### config.mk
export PLATFORM = sky130hd
export DESIGN_NAME = hazard_ctrl
export DESIGN_NICKNAME = d
export VERILOG_FILES = /design/src/rtl/hazard_ctrl_pkg.sv /design/src/rtl/hazard_ctrl_sat_counter.sv /design/src/rtl/hazard_ctrl.sv
export SDC_FILE = /design/constraint.sdc
export NUM_CORES = 1
export LEC_CHECK = 0
export BUFFER_PORTS_ARGS = -buffer_cell sky130_fd_sc_hd__buf_2
export CAP_MARGIN = 25
export CORE_MARGIN = 2
export CORE_UTILIZATION = 45
export DETAILED_ROUTE_END_ITERATION = 16
export PLACE_DENSITY = 0.73
export SYNTH_ARGS = -nofsm -noshare
export SYNTH_HDL_FRONTEND = slang
export SYNTH_SLANG_ARGS = --single-unit
### constraint.sdc
create_clock -name clk -period 5.2 [get_ports clk]
set_clock_uncertainty 0.15 [all_clocks]
set_input_delay 1.04 -clock clk [delete_from_list [all_inputs] [get_ports clk]]
set_output_delay 1.04 -clock clk [all_outputs]
set_load 0.005 [all_outputs]
### src/rtl/hazard_ctrl_pkg.sv
// Shared definitions for the pipeline hazard controller: FSM state encodings,
// the NOP used by the flush paths, and the bundled pipeline-control word.
package hazard_ctrl_pkg;

    typedef enum logic [1:0] {
        ST_RUN   = 2'd0,
        ST_DWAIT = 2'd1,
        ST_HALT  = 2'd2
    } state_t;

    // Instruction word loaded into IF/ID or ID/EX when a flush pin is raised.
    localparam logic [15:0] NOP_INSTR = 16'h0000;

    // One bit per pipeline-register control pin, ordered PC first, WB last.
    typedef struct packed {
        logic pc_we;
        logic if_id_we;
        logic if_id_flush;
        logic id_ex_we;
        logic id_ex_flush;
        logic ex_mem_we;
        logic mem_wb_we;
    } ctl_t;

    // Everything advances, nothing flushed.
    localparam ctl_t CTL_RUN    = '{1'b1, 1'b1, 1'b0, 1'b1, 1'b0, 1'b1, 1'b1};
    // Whole pipe frozen (cache miss, halt).
    localparam ctl_t CTL_FREEZE = '{1'b0, 1'b0, 1'b0, 1'b0, 1'b0, 1'b0, 1'b0};
    // Taken branch: everything advances, the two wrong-path slots become NOPs.
    localparam ctl_t CTL_FLUSH  = '{1'b1, 1'b1, 1'b1, 1'b1, 1'b1, 1'b1, 1'b1};
    // Front end holds, a bubble is injected into ID/EX, back end drains.
    localparam ctl_t CTL_BUBBLE = '{1'b0, 1'b0, 1'b0, 1'b1, 1'b1, 1'b1, 1'b1};
    // Held in reset: nothing written, both flush pins asserted.
    localparam ctl_t CTL_RESET  = '{1'b0, 1'b0, 1'b1, 1'b0, 1'b1, 1'b0, 1'b0};

    // Source operand in ID collides with the EX destination (full-width compare,
    // r0 is an ordinary register on this core).
    function automatic logic reg_match(input logic [2:0] src,
                                       input logic       used,
                                       input logic [2:0] dst);
        return used && (src == dst);
    endfunction

endpackage

### src/rtl/hazard_ctrl_sat_counter.sv
// Saturating up-counter used for the stall-cycle performance count.
module sat_counter #(
    parameter int W = 16
) (
    input  logic         clk,
    input  logic         rst,
    input  logic         inc,
    output logic [W-1:0] q
);

    localparam logic [W-1:0] ONE = W'(1);

    // Count qualifying cycles, sticking at all-ones instead of wrapping.
    always_ff @(posedge clk) begin
        if (rst) begin
            q <= '0;
        end else if (inc && (q != '1)) begin
            q <= q + ONE;
        end
    end

endmodule

### src/rtl/hazard_ctrl.sv
// Pipeline hazard and stall controller for the 5-stage 16-bit core.
// Drives the PC / pipeline-register enables and flushes for load-use stalls,
// taken-branch flushes, I/D cache-miss freezes and HALT, and counts stall cycles.
module hazard_ctrl
    import hazard_ctrl_pkg::*;
#(
    parameter int CNT_W = 16
) (
    input  logic             clk,
    input  logic             rst,
    input  logic [2:0]       id_rs,
    input  logic             id_rs_used,
    input  logic [2:0]       id_rt,
    input  logic             id_rt_used,
    input  logic             ex_memread,
    input  logic [2:0]       ex_wreg,
    input  logic             ex_br_taken,
    input  logic             imem_stall,
    input  logic             dmem_stall,
    input  logic             wb_halt,
    output logic             pc_we,
    output logic             if_id_we,
    output logic             if_id_flush,
    output logic             id_ex_we,
    output logic             id_ex_flush,
    output logic             ex_mem_we,
    output logic             mem_wb_we,
    output logic             halted,
    output logic [CNT_W-1:0] stall_cnt
);

    state_t state;
    state_t state_nxt;
    state_t run_nxt;
    ctl_t   run_ctl;
    ctl_t   ctl;
    logic   load_use;
    logic   halted_c;
    logic   stall_inc;

    // Load in EX whose destination is read by the instruction in ID.
    always_comb begin
        load_use = ex_memread &&
                   (reg_match(id_rs, id_rs_used, ex_wreg) ||
                    reg_match(id_rt, id_rt_used, ex_wreg));
    end

    // Priority decode used in RUN and on the DWAIT release cycle.
    always_comb begin
        run_ctl = CTL_RUN;
        run_nxt = ST_RUN;
        if (wb_halt) begin
            run_ctl = CTL_FREEZE;
            run_nxt = ST_HALT;
        end else if (dmem_stall) begin
            run_ctl = CTL_FREEZE;
            run_nxt = ST_DWAIT;
        end else if (ex_br_taken) begin
            // Overrides load-use and imem stall: the ID/IF contents are wrong-path.
            run_ctl = CTL_FLUSH;
        end else if (load_use) begin
            run_ctl = CTL_BUBBLE;
        end else if (imem_stall) begin
            run_ctl = CTL_BUBBLE;
        end
    end

    // FSM next state and Mealy outputs.
    always_comb begin
        ctl       = CTL_FREEZE;
        state_nxt = state;
        halted_c  = 1'b0;
        if (rst) begin
            ctl       = CTL_RESET;
            state_nxt = ST_RUN;
        end else begin
            unique case (state)
                ST_RUN: begin
                    ctl       = run_ctl;
                    state_nxt = run_nxt;
                end
                ST_DWAIT: begin
                    // Frozen EX/ID still hold any branch or load-use, so the
                    // release cycle simply re-runs the RUN decode.
                    if (dmem_stall && !wb_halt) begin
                        ctl       = CTL_FREEZE;
                        state_nxt = ST_DWAIT;
                    end else begin
                        ctl       = run_ctl;
                        state_nxt = run_nxt;
                    end
                end
                ST_HALT: begin
                    ctl       = CTL_FREEZE;
                    state_nxt = ST_HALT;
                    halted_c  = 1'b1;
                end
                default: begin
                    ctl       = CTL_FREEZE;
                    state_nxt = ST_RUN;
                end
            endcase
        end
    end

    // State register.
    always_ff @(posedge clk) begin
        if (rst) begin
            state <= ST_RUN;
        end else begin
            state <= state_nxt;
        end
    end

    // A cycle counts as a stall when the PC holds outside HALT; the HALT-entry
    // cycle is still in RUN/DWAIT and therefore counts.
    always_comb begin
        stall_inc = !rst && !ctl.pc_we && (state != ST_HALT);
    end

    sat_counter #(
        .W (CNT_W)
    ) u_stall_cnt (
        .clk (clk),
        .rst (rst),
        .inc (stall_inc),
        .q   (stall_cnt)
    );

    // Unpack the control word onto the pipeline pins.
    always_comb begin
        pc_we       = ctl.pc_we;
        if_id_we    = ctl.if_id_we;
        if_id_flush = ctl.if_id_flush;
        id_ex_we    = ctl.id_ex_we;
        id_ex_flush = ctl.id_ex_flush;
        ex_mem_we   = ctl.ex_mem_we;
        mem_wb_we   = ctl.mem_wb_we;
        halted      = halted_c;
    end

endmodule

* After elaboration in Yosys (flattened, before gate mapping)
Cells that the tools add are included.
** Cells by class
- Bitwise logic cells :: 0
- Reductions and logical operators :: 12
- Eq/ne operators :: 6
- $lt $le $gt $ge :: 0
- Multiply operators :: 0
- Divide/modulo/power cells :: 0
- Muxes and demuxes :: 14
- Shift operators :: 0
- Add/sub/neg operators :: 1
** Operators by type and width (number)
- 2-to-1 mux 7 bit :: 7
- adder 16 x 1 -> 16 bit (second input constant) :: 1
- != test 16 bit (second input constant) :: 1
- case mux 7 bit (2 select lines) :: 1
- logical AND 1 bit :: 7
- == test 3 bit :: 2
- case mux 2 bit (3 select lines) :: 1
- 2-to-1 mux 2 bit :: 2
- zero test 1 bit :: 3
- 2-to-1 mux 1 bit :: 3
- == test 2 x 1 -> 1 bit (second input constant) :: 1
- == test 2 bit (second input constant) :: 1
- zero test 2 bit :: 1
- != test 2 bit (second input constant) :: 1
- logical OR 1 bit :: 1
** Storage, ports and cells
- Bits in read-only memories :: 0
- Logic and storage cells :: 35
- Bits in latches :: 0
- Register bits :: 18
- Memories :: 0
- RAM bits :: 0
- Bits of input ports :: 18

* Longest topological paths before layout
Gate-level depths: netlist (run 1).
- Depth in word-level cells :: 15
- Gate-level depth with buffers :: 7
- Gate-level depth less buffers :: 5

* By module
A second synthesis (run 1) with hierarchy kept.
** Unflattened totals
- Cells, all modules :: 129
- Area, all modules :: 1104.8 sq um
** By module, submodules not included
- sat_counter :: cells each 99, area each 848.3 sq um, instances 1
- hazard_ctrl :: cells each 30, area each 256.5 sq um, instances 1

* Worst setup path before layout (run 1)
OpenSTA, ideal clock, no wires.
- Kind :: input-to-output
- Start :: input port rst
- End :: output port pc_we
- Slack :: 1999 ps
- Data arrival time :: 2011 ps
- Buffers on the path :: 2
- Required time :: 4010 ps
- Stages on the path :: 4
- Cells stage by stage :: clkbuf_1 -> nor4_1 -> o21a_1 -> buf_4
** On the way
- Cells in the longest elaborated chain, start to end :: 1
** RTL lines
- start: declaration :: line hazard_ctrl.sv:10 : input logic rst,
- 2-to-1 mux 7 bit :: line hazard_ctrl.sv:73 : if (rst) begin
- end: declaration :: line hazard_ctrl.sv:21 : output logic pc_we,
No other way between the ends.

* Worst setup path in the final report (run 1)
- Start :: input port ex_wreg[0]
- End :: output port if_id_we
** On the way
- Cells in the longest elaborated chain, start to end :: 11
** RTL lines
- start: declaration :: line hazard_ctrl.sv:16 : input logic [2:0] ex_wreg,
- == test 3 bit :: line hazard_ctrl_pkg.sv:41 : return used && (src == dst);
- logical AND 1 bit :: line hazard_ctrl_pkg.sv:41
- logical OR 1 bit * :: line hazard_ctrl.sv:44 : (reg_match(id_rs, id_rs_used, ex_wreg) ||
- logical AND 1 bit * :: line hazard_ctrl.sv:43 : load_use = ex_memread &&
- 2-to-1 mux 7 bit * :: line hazard_ctrl.sv:61 : end else if (load_use) begin
- 2-to-1 mux 7 bit * :: line hazard_ctrl.sv:58 : end else if (ex_br_taken) begin
- 2-to-1 mux 7 bit * :: line hazard_ctrl.sv:55 : end else if (dmem_stall) begin
- 2-to-1 mux 7 bit * :: line hazard_ctrl.sv:52 : if (wb_halt) begin
- 2-to-1 mux 7 bit :: line hazard_ctrl.sv:85 : if (dmem_stall && !wb_halt) begin
- case mux 7 bit (2 select lines) * :: line hazard_ctrl.sv:77 : unique case (state)
- 2-to-1 mux 7 bit * :: line hazard_ctrl.sv:73
- end: declaration :: line hazard_ctrl.sv:22 : output logic if_id_we,
Every way passes the cells marked *; elsewhere a longest branch is shown, timed or not.

==> results of run 1 <==
registers in the layout (all words and copies together), names as in the netlist:
| name | count |
|---|---|
| u_stall_cnt.q | 16 |
| state | 2 |
cell type report:
cell class	instances	area [µm²]
multi-input cells	109	756
clock buffers	4	36.3
well taps	30	37.5
repair buffers	42	213
fillers	250	1060
flip-flops and latches	18	360
inverters	3	11.3
power by group through the flow:
stage,clock (µW),sequential (µW),combinational (µW)
detailed placement,0,146,42.9
floorplan,0,145,28.0
CTS,87.2,143,43.1
global placement,0,146,41.5
finish,86.0,143,42.8
global route,94.0,143,48.1
worst register-to-register path, cell delays in order (launching register included):
cell and delay, ps:
dfxtp_1 500, nor4_2 150, a2111oi_4 410, o21ai_2 230
or4_1 510, a21oi_1 150
cells by family after synthesis:
group / share of synthesized area, %
xor+xnor: 4.46
mux: 7.11
buf+inv: 5.31
simple gates: 33.8
flops: 30.6
fa+ha+maj: 1.06
compound gates: 17.7
layer usage:
metal / up-vias / part of all wire [%]
li1: 611 / -
met1: 553 / 44
met2: 42 / 49
met3: 2 / 6.6
met4: 0 / 0.42
met5: - / 0
cells in the mapped netlist, types with 3 or more instances:
cell / count
dfxtp_1: 18
nand3_1: 12
nand4_1: 8
a21oi_1: 7
and3_1: 7
nor3_1: 7
xnor2_1: 6
mux2i_1: 5
nand2_1: 5
nor2_1: 5
o21ai_0: 5
and4_1: 4
nor2b_1: 4
buf_4: 3
clkbuf_1: 3
inv_1: 3
mux2_2: 3
o31ai_1: 3
or4_1: 3
per-stage QoR:
stage | util [%] | hold WS, ps | instance area (µm²)
floorplan | - | 263 | 1180
global placement | 55.6 | 273 | 1380
detailed placement | 55.6 | 278 | 1380
CTS | 57.1 | 294 | 1410
global route | 57.1 | 322 | 1410
finish | 57.1 | 292 | 1410
final timing paths:
path                                          start  cells after the start                              to
worst max register to register  state[1]$_SDFF_PP0_                      5  u_stall_cnt.q[13]$_SDFFE_PP0P_
worst min register to register  state[0]$_SDFF_PP0_                      1             state[1]$_SDFF_PP0_
worst max-delay path                     ex_wreg[0]                      7                        if_id_we
worst min-delay path            state[0]$_SDFF_PP0_                      1             state[1]$_SDFF_PP0_
==> metrics.md, run 1 <==
| Metric | Value |
|---|---|
| GR peak layer | `met2` |
| Post-Syn Area | `1180 µm²` |
| Antenna Nets Post-Route | `0` |
| CTS Buf Count | `3` |
| Pwr dens | `192 nW/µm²` |
| Clock Latency Late Sink | `290 ps` |
| Worst path top cell family by delay | `compound AO/OA/AOI/OAI gates` |
| RSZ-0062 raised after global routing | `false` |
| IO Pins | `42` |
| Setup violations, final | `0` |
| Nets | `196` |
| Max-cap violations | `0` |
| CTS Root Cell | `clkbuf_4` |
| Rows | `18` |
| Reg clk slew, reported paths | `100 ps` |
| CTS hold repair buffers | `0` |
| GRT met3 Usage | `3.23%` |
| Routed len/inst | `13.7 µm` |
| Num Clock Sinks | `18` |
| Die Wd | `55.2 µm` |
| Clock power share | `31.6%` |
| Placed insts | `202` |
| Switching Share | `26.1%` |
| Die Area | `3040 µm²` |
| Mapped Cells | `140` |
| Final Power | `272 µW` |
| Mean post-synth cell area | `8.42 µm²` |
| Post-DP HPWL | `2190 µm` |
| Number of flops mapped to enable cells by yosys | `0` |
| Placeable core region | `2480 µm²` |
| Synth area leader | `dfxtp_1` |
| Post-CTS Setup Inserts | `0` |
| Achievable Freq | `291 MHz` |
| Seq cells post-synth | `18` |
| P&R area growth vs syn | `20.0%` |
| Post-synth ARST share | `0%` |
| Pre-CTS WS | `1790 ps` |
| Critical Path, Cell by Cell | `buf_2 -> xnor2_1 -> nand4_1 -> a21oi_1 -> nor2_1 -> o21a_1 -> buf_2` |
| Vias/cell | `5.86` |
| Leading cell type in the layout, fill and taps excluded | `buf_2` |
| CTS H-tree lvls | `1` |
| Reg2reg setup slack | `3050 ps` |
| Vias in the first global route | `1,041` |
| Die outline height | `55.2 µm` |
| Startpoint Class | `primary input` |
| HP Class | `reg -> reg` |
| Most common flop cell mapped by yosys | `dfxtp_1` |
| Ranking of synthesized cells by area | `dfxtp_1 31%, nand3_1 5.1%, xnor2_1 4.5%` |
| Routed wire length | `2830 µm` |
| Most frequent cells in the layout | `41 x buf_2, 18 x dfxtp_1, 12 x nand3_1` |
| Total gr overflow | `0` |
| Peak supply drop | `0.161 mV` |
| CP max stage delay | `340 ps` |
| Synth top area share | `30.6%` |
| CP Class | `in -> out` |
| Finished Layout Cells | `206` |
| Synthesized Nets | `159` |
| Resized cells post-CTS | `0` |
| Clock buffer depth | `2` |
| Setup WS post-layout | `1770 ps` |
| Pins over their slew limit | `0` |
| Sequential area share after synthesis | `30.6%` |
| CP Capture Type | `primary output` |
| Starting Density | `47.6%` |
| Antenna diodes | `0` |
| M2 GR Usage | `35.7%` |
| First-pass DRT Iterations | `5` |
| Crit-path max FO | `5` |
| Final Hold Fails | `0` |
| Period utilization | `66.0%` |
| Synth warnings | `0` |
| Crit path arrival time | `2240 ps` |
| Status | `completed` |
| CP dominant cell by count | `buf_2` |
| Number of DRC markers in iteration 0 | `14` |
| Setup TNS | `0 ps` |
| Minimum clock period | `3430 ps` |
| # DRC | `0` |
| First-pass GRT wire length | `4450 µm` |
| Worst Path Buf+Inv | `2` |
| Pin count of the biggest net entering global routing | `19` |
| Leak | `0.000616 µW` |
| Grt met1 use | `25.0%` |
| P_int | `201 µW` |
| Part of the power in registers | `52.6%` |
| Switching pwr | `70.8 µW` |
| Worst path required time | `4010 ps` |
| GPL Wtd Cong | `0.890` |
| Via count | `1,208` |
| Initial antenna violation count | `0` |
| CTS tree | `built` |
| Combinational group share of total power | `15.8%` |
| Layout cells sized above 1 | `30.7%` |
| Synth unique cells | `41` |
| GRT Overall Usage | `20.2%` |
| Max stage delay cell, worst path | `a21oi_1` |
| Port Buffers | `41` |
| Slew @ Worst Pin | `612 ps` |
| Slew HR | `58.9%` |
(Power assumes the default switching activity.)
==> run 2: changes to the inputs <==
ABC_AREA = 1   (was unset)
PLACE_DENSITY = 0.75   (was 0.73)
clock period = 2.89 ns   (was 5.2 ns; I/O delays follow)
==> run 2 against run 1 <==
Power is 84% higher; register-to-register slack worse by 2300 ps; flip-flop and latch count stayed put; worst hold slack better by 61 ps; via count is 9.5% higher; sequential power is 80% higher; synthesized cell count is 43% higher; global-route usage is 0.66 points lower; sequential share of layout area is 2.2 points lower; critical endpoint unchanged; largest cell class unchanged; largest power group unchanged.
==> metrics.md, run 2 <==
| Metric | Value |
|---|---|
| Achievable Freq | `430 MHz` |
| Placeable core region | `2760 µm²` |
| RSZ-0062 raised after global routing | `false` |
| Switching Share | `27.5%` |
| Reg clk slew, reported paths | `110 ps` |
| CTS tree | `built` |
| Vias in the first global route | `1,259` |
| Max-cap violations | `0` |
| Pwr dens | `322 nW/µm²` |
| Crit-path max FO | `3` |
| CTS Buf Count | `3` |
| Slew @ Worst Pin | `695 ps` |
| Clock Latency Late Sink | `300 ps` |
| Port Buffers | `41` |
| Worst path required time | `2160 ps` |
| CP Capture Type | `primary output` |
| GRT Overall Usage | `19.5%` |
| Synth warnings | `0` |
| Clock buffer depth | `2` |
| Sequential area share after synthesis | `27.7%` |
| Post-CTS Setup Inserts | `0` |
| Antenna diodes | `0` |
| Pin count of the biggest net entering global routing | `18` |
| Max stage delay cell, worst path | `or2_2` |
| Vias/cell | `4.90` |
| Die outline height | `57.8 µm` |
| Status | `completed` |
| Antenna Nets Post-Route | `0` |
| Number of flops mapped to enable cells by yosys | `0` |
| # DRC | `0` |
| CP max stage delay | `300 ps` |
| Part of the power in registers | `51.6%` |
| Critical Path, Cell by Cell | `buf_2 -> or2_2 -> nor2_1 -> nand3_1 -> a21oi_1 -> buf_2` |
| Nets | `259` |
| Via count | `1,323` |
| Mean post-synth cell area | `6.50 µm²` |
| Pins over their slew limit | `0` |
| Rows | `19` |
| Startpoint Class | `primary input` |
| Most common flop cell mapped by yosys | `dfxtp_1` |
| Synth top area share | `27.7%` |
| Layout cells sized above 1 | `27.2%` |
| Seq cells post-synth | `18` |
| CP Class | `in -> out` |
| Starting Density | `47.1%` |
| CTS Root Cell | `clkbuf_4` |
| Mapped Cells | `200` |
| Minimum clock period | `2320 ps` |
| Total gr overflow | `0` |
| Routed len/inst | `10.6 µm` |
| CP dominant cell by count | `buf_2` |
| Most frequent cells in the layout | `57 x nand2_1, 41 x buf_2, 24 x nor2_1, 24 x inv_1, 18 x dfxtp_1` |
| P_int | `362 µW` |
| Leak | `0.000745 µW` |
| Slew HR | `53.6%` |
| Synth unique cells | `25` |
| Largest registers | `u_stall_cnt.q: 16 flops, state: 2 flops` |
| Top-count cell post-synth | `nand2_1` |
| First-pass GRT wire length | `5180 µm` |
| Largest Register | `u_stall_cnt.q` |
| Synth area leader | `dfxtp_1` |
| Ranking of synthesized cells by area | `dfxtp_1 28%, nand2_1 16%, nand4_1 8.2%` |
| Switching pwr | `137 µW` |
| Placed Area | `1510 µm²` |
| Finished Layout Cells | `270` |
| Initial antenna violation count | `0` |
| Resized cells post-CTS | `0` |
| GPL Wtd Cong | `0.845` |
| Post-synth ARST share | `0%` |
| Num Clock Sinks | `18` |
| Fillers | `282` |
| Setup TNS | `0 ps` |
| IO Pins | `42` |
| Die Wd | `57.8 µm` |
| Post-Syn Area | `1300 µm²` |
| Setup violations, final | `0` |
| Die Area | `3340 µm²` |
| Number of DRC markers in iteration 0 | `44` |
| HP Class | `in -> reg` |
| Final Hold Fails | `0` |
| Peak supply drop | `0.326 mV` |
| Synthesized Nets | `219` |
| First-pass DRT Iterations | `4` |
| Leading cell type in the layout, fill and taps excluded | `nand2_1` |
| Period utilization | `80.4%` |
| Clock power share | `31.9%` |
| Placed insts | `266` |
| Post-DP HPWL | `2150 µm` |
| Combinational group share of total power | `16.5%` |
| Final Cell Area | `1550 µm²` |
| Routed wire length | `2860 µm` |
| Max reg flops | `16` |
| CTS hold repair buffers | `0` |
| Crit path arrival time | `1600 ps` |
| CTS H-tree lvls | `1` |
| P&R area growth vs syn | `19.1%` |
| Synth top cells by count | `57 x nand2_1, 24 x inv_1, 24 x nor2_1` |
-- run 2: changes by cell type after synthesis, moves of 7 or more --
cell     delta
inv_1      +21
nand4_1     +9
nand2_1    +52
a21oi_2     +9
and3_1      -7
nor2_1     +19
xor2_1     +10
-- run 2: cell families (layout without fill, tap and decap cells) --
kind of cell / Yosys count / after routing / share of synthesized area, %
xor gates and xnor gates: 11 / 11 / 7.41
DFF: 18 / 18 / 27.7
buffers and inverters: 33 / 72 / 11.2
AOI/OAI and AO/OA: 17 / 17 / 9.43
adders and majority gates: 1 / 1 / 0.962
and+or+nand+nor: 120 / 120 / 43.3
-- run 2: cell type report --
class,count,area (µm²),share of cell area [%]
Tap cell,31,38.8,2.51
Timing Repair Buffer,44,228,14.7
Inverter,24,90.1,5.82
Clock buffer,4,36.3,2.34
Sequential cell,18,360,23.3
Multi-Input combinational cell,149,795,51.3
-- run 2: layer usage --
layer	global-route usage [%]	part of all wire (%)	routed length (µm)	vias to the layer above
li1	-	-	-	719
met2	30.7	44	1260	30
met4	5.32	0.59	17	0
met5	0	0	0	-
met1	26.1	51	1450	572
met3	5.80	4.6	132	2
-- run 2: path summary, 6_finish.rpt --
check                                 startpoint                             end  slack (ps)  cells past startpoint
setup / recovery                         wb_halt                        if_id_we         570                      6
hold / removal                        dmem_stall             state[0]$_SDFF_PP0_         350                      3
setup reg to reg             state[1]$_SDFF_PP0_   u_stall_cnt.q[7]$_SDFFE_PP0P_         700                      8
hold reg to reg   u_stall_cnt.q[15]$_SDFFE_PP0P_  u_stall_cnt.q[15]$_SDFFE_PP0P_         360                      2
-- run 2: worst max-delay path: cells and delay by family --
| kind | cells | cell delay (ps) |
|---|---|---|
| AO/OA/AOI/OAI | 1 | 200 |
| buffers and inverters | 2 | 250 |
| AND/OR/NAND/NOR | 3 | 570 |
-- run 2: power by group through the flow --
stage,Clock [µW],Combinational [µW],Sequential [µW]
after detailed placement,0,82.8,263
after global placement,0,81.7,263
after floorplan,0,56.4,263
final,159,82.5,258
after CTS,164,83.1,257
after global routing,176,95.4,258
-- run 2: metrics by stage --
| stage | power (µW) | setup WS [ps] | hold WS (ps) | util [%] |
|---|---|---|---|---|
| 2_1_floorplan | 319 | 348 | 328 | - |
| 3_3_place_gp | 345 | 450 | 338 | 54.8 |
| 3_5_place_dp | 346 | 422 | 346 | 54.8 |
| 4_1_cts | 505 | 557 | 345 | 56.1 |
| 5_1_grt | 530 | 402 | 355 | 56.1 |
| 6_report | 499 | 566 | 353 | 56.1 |
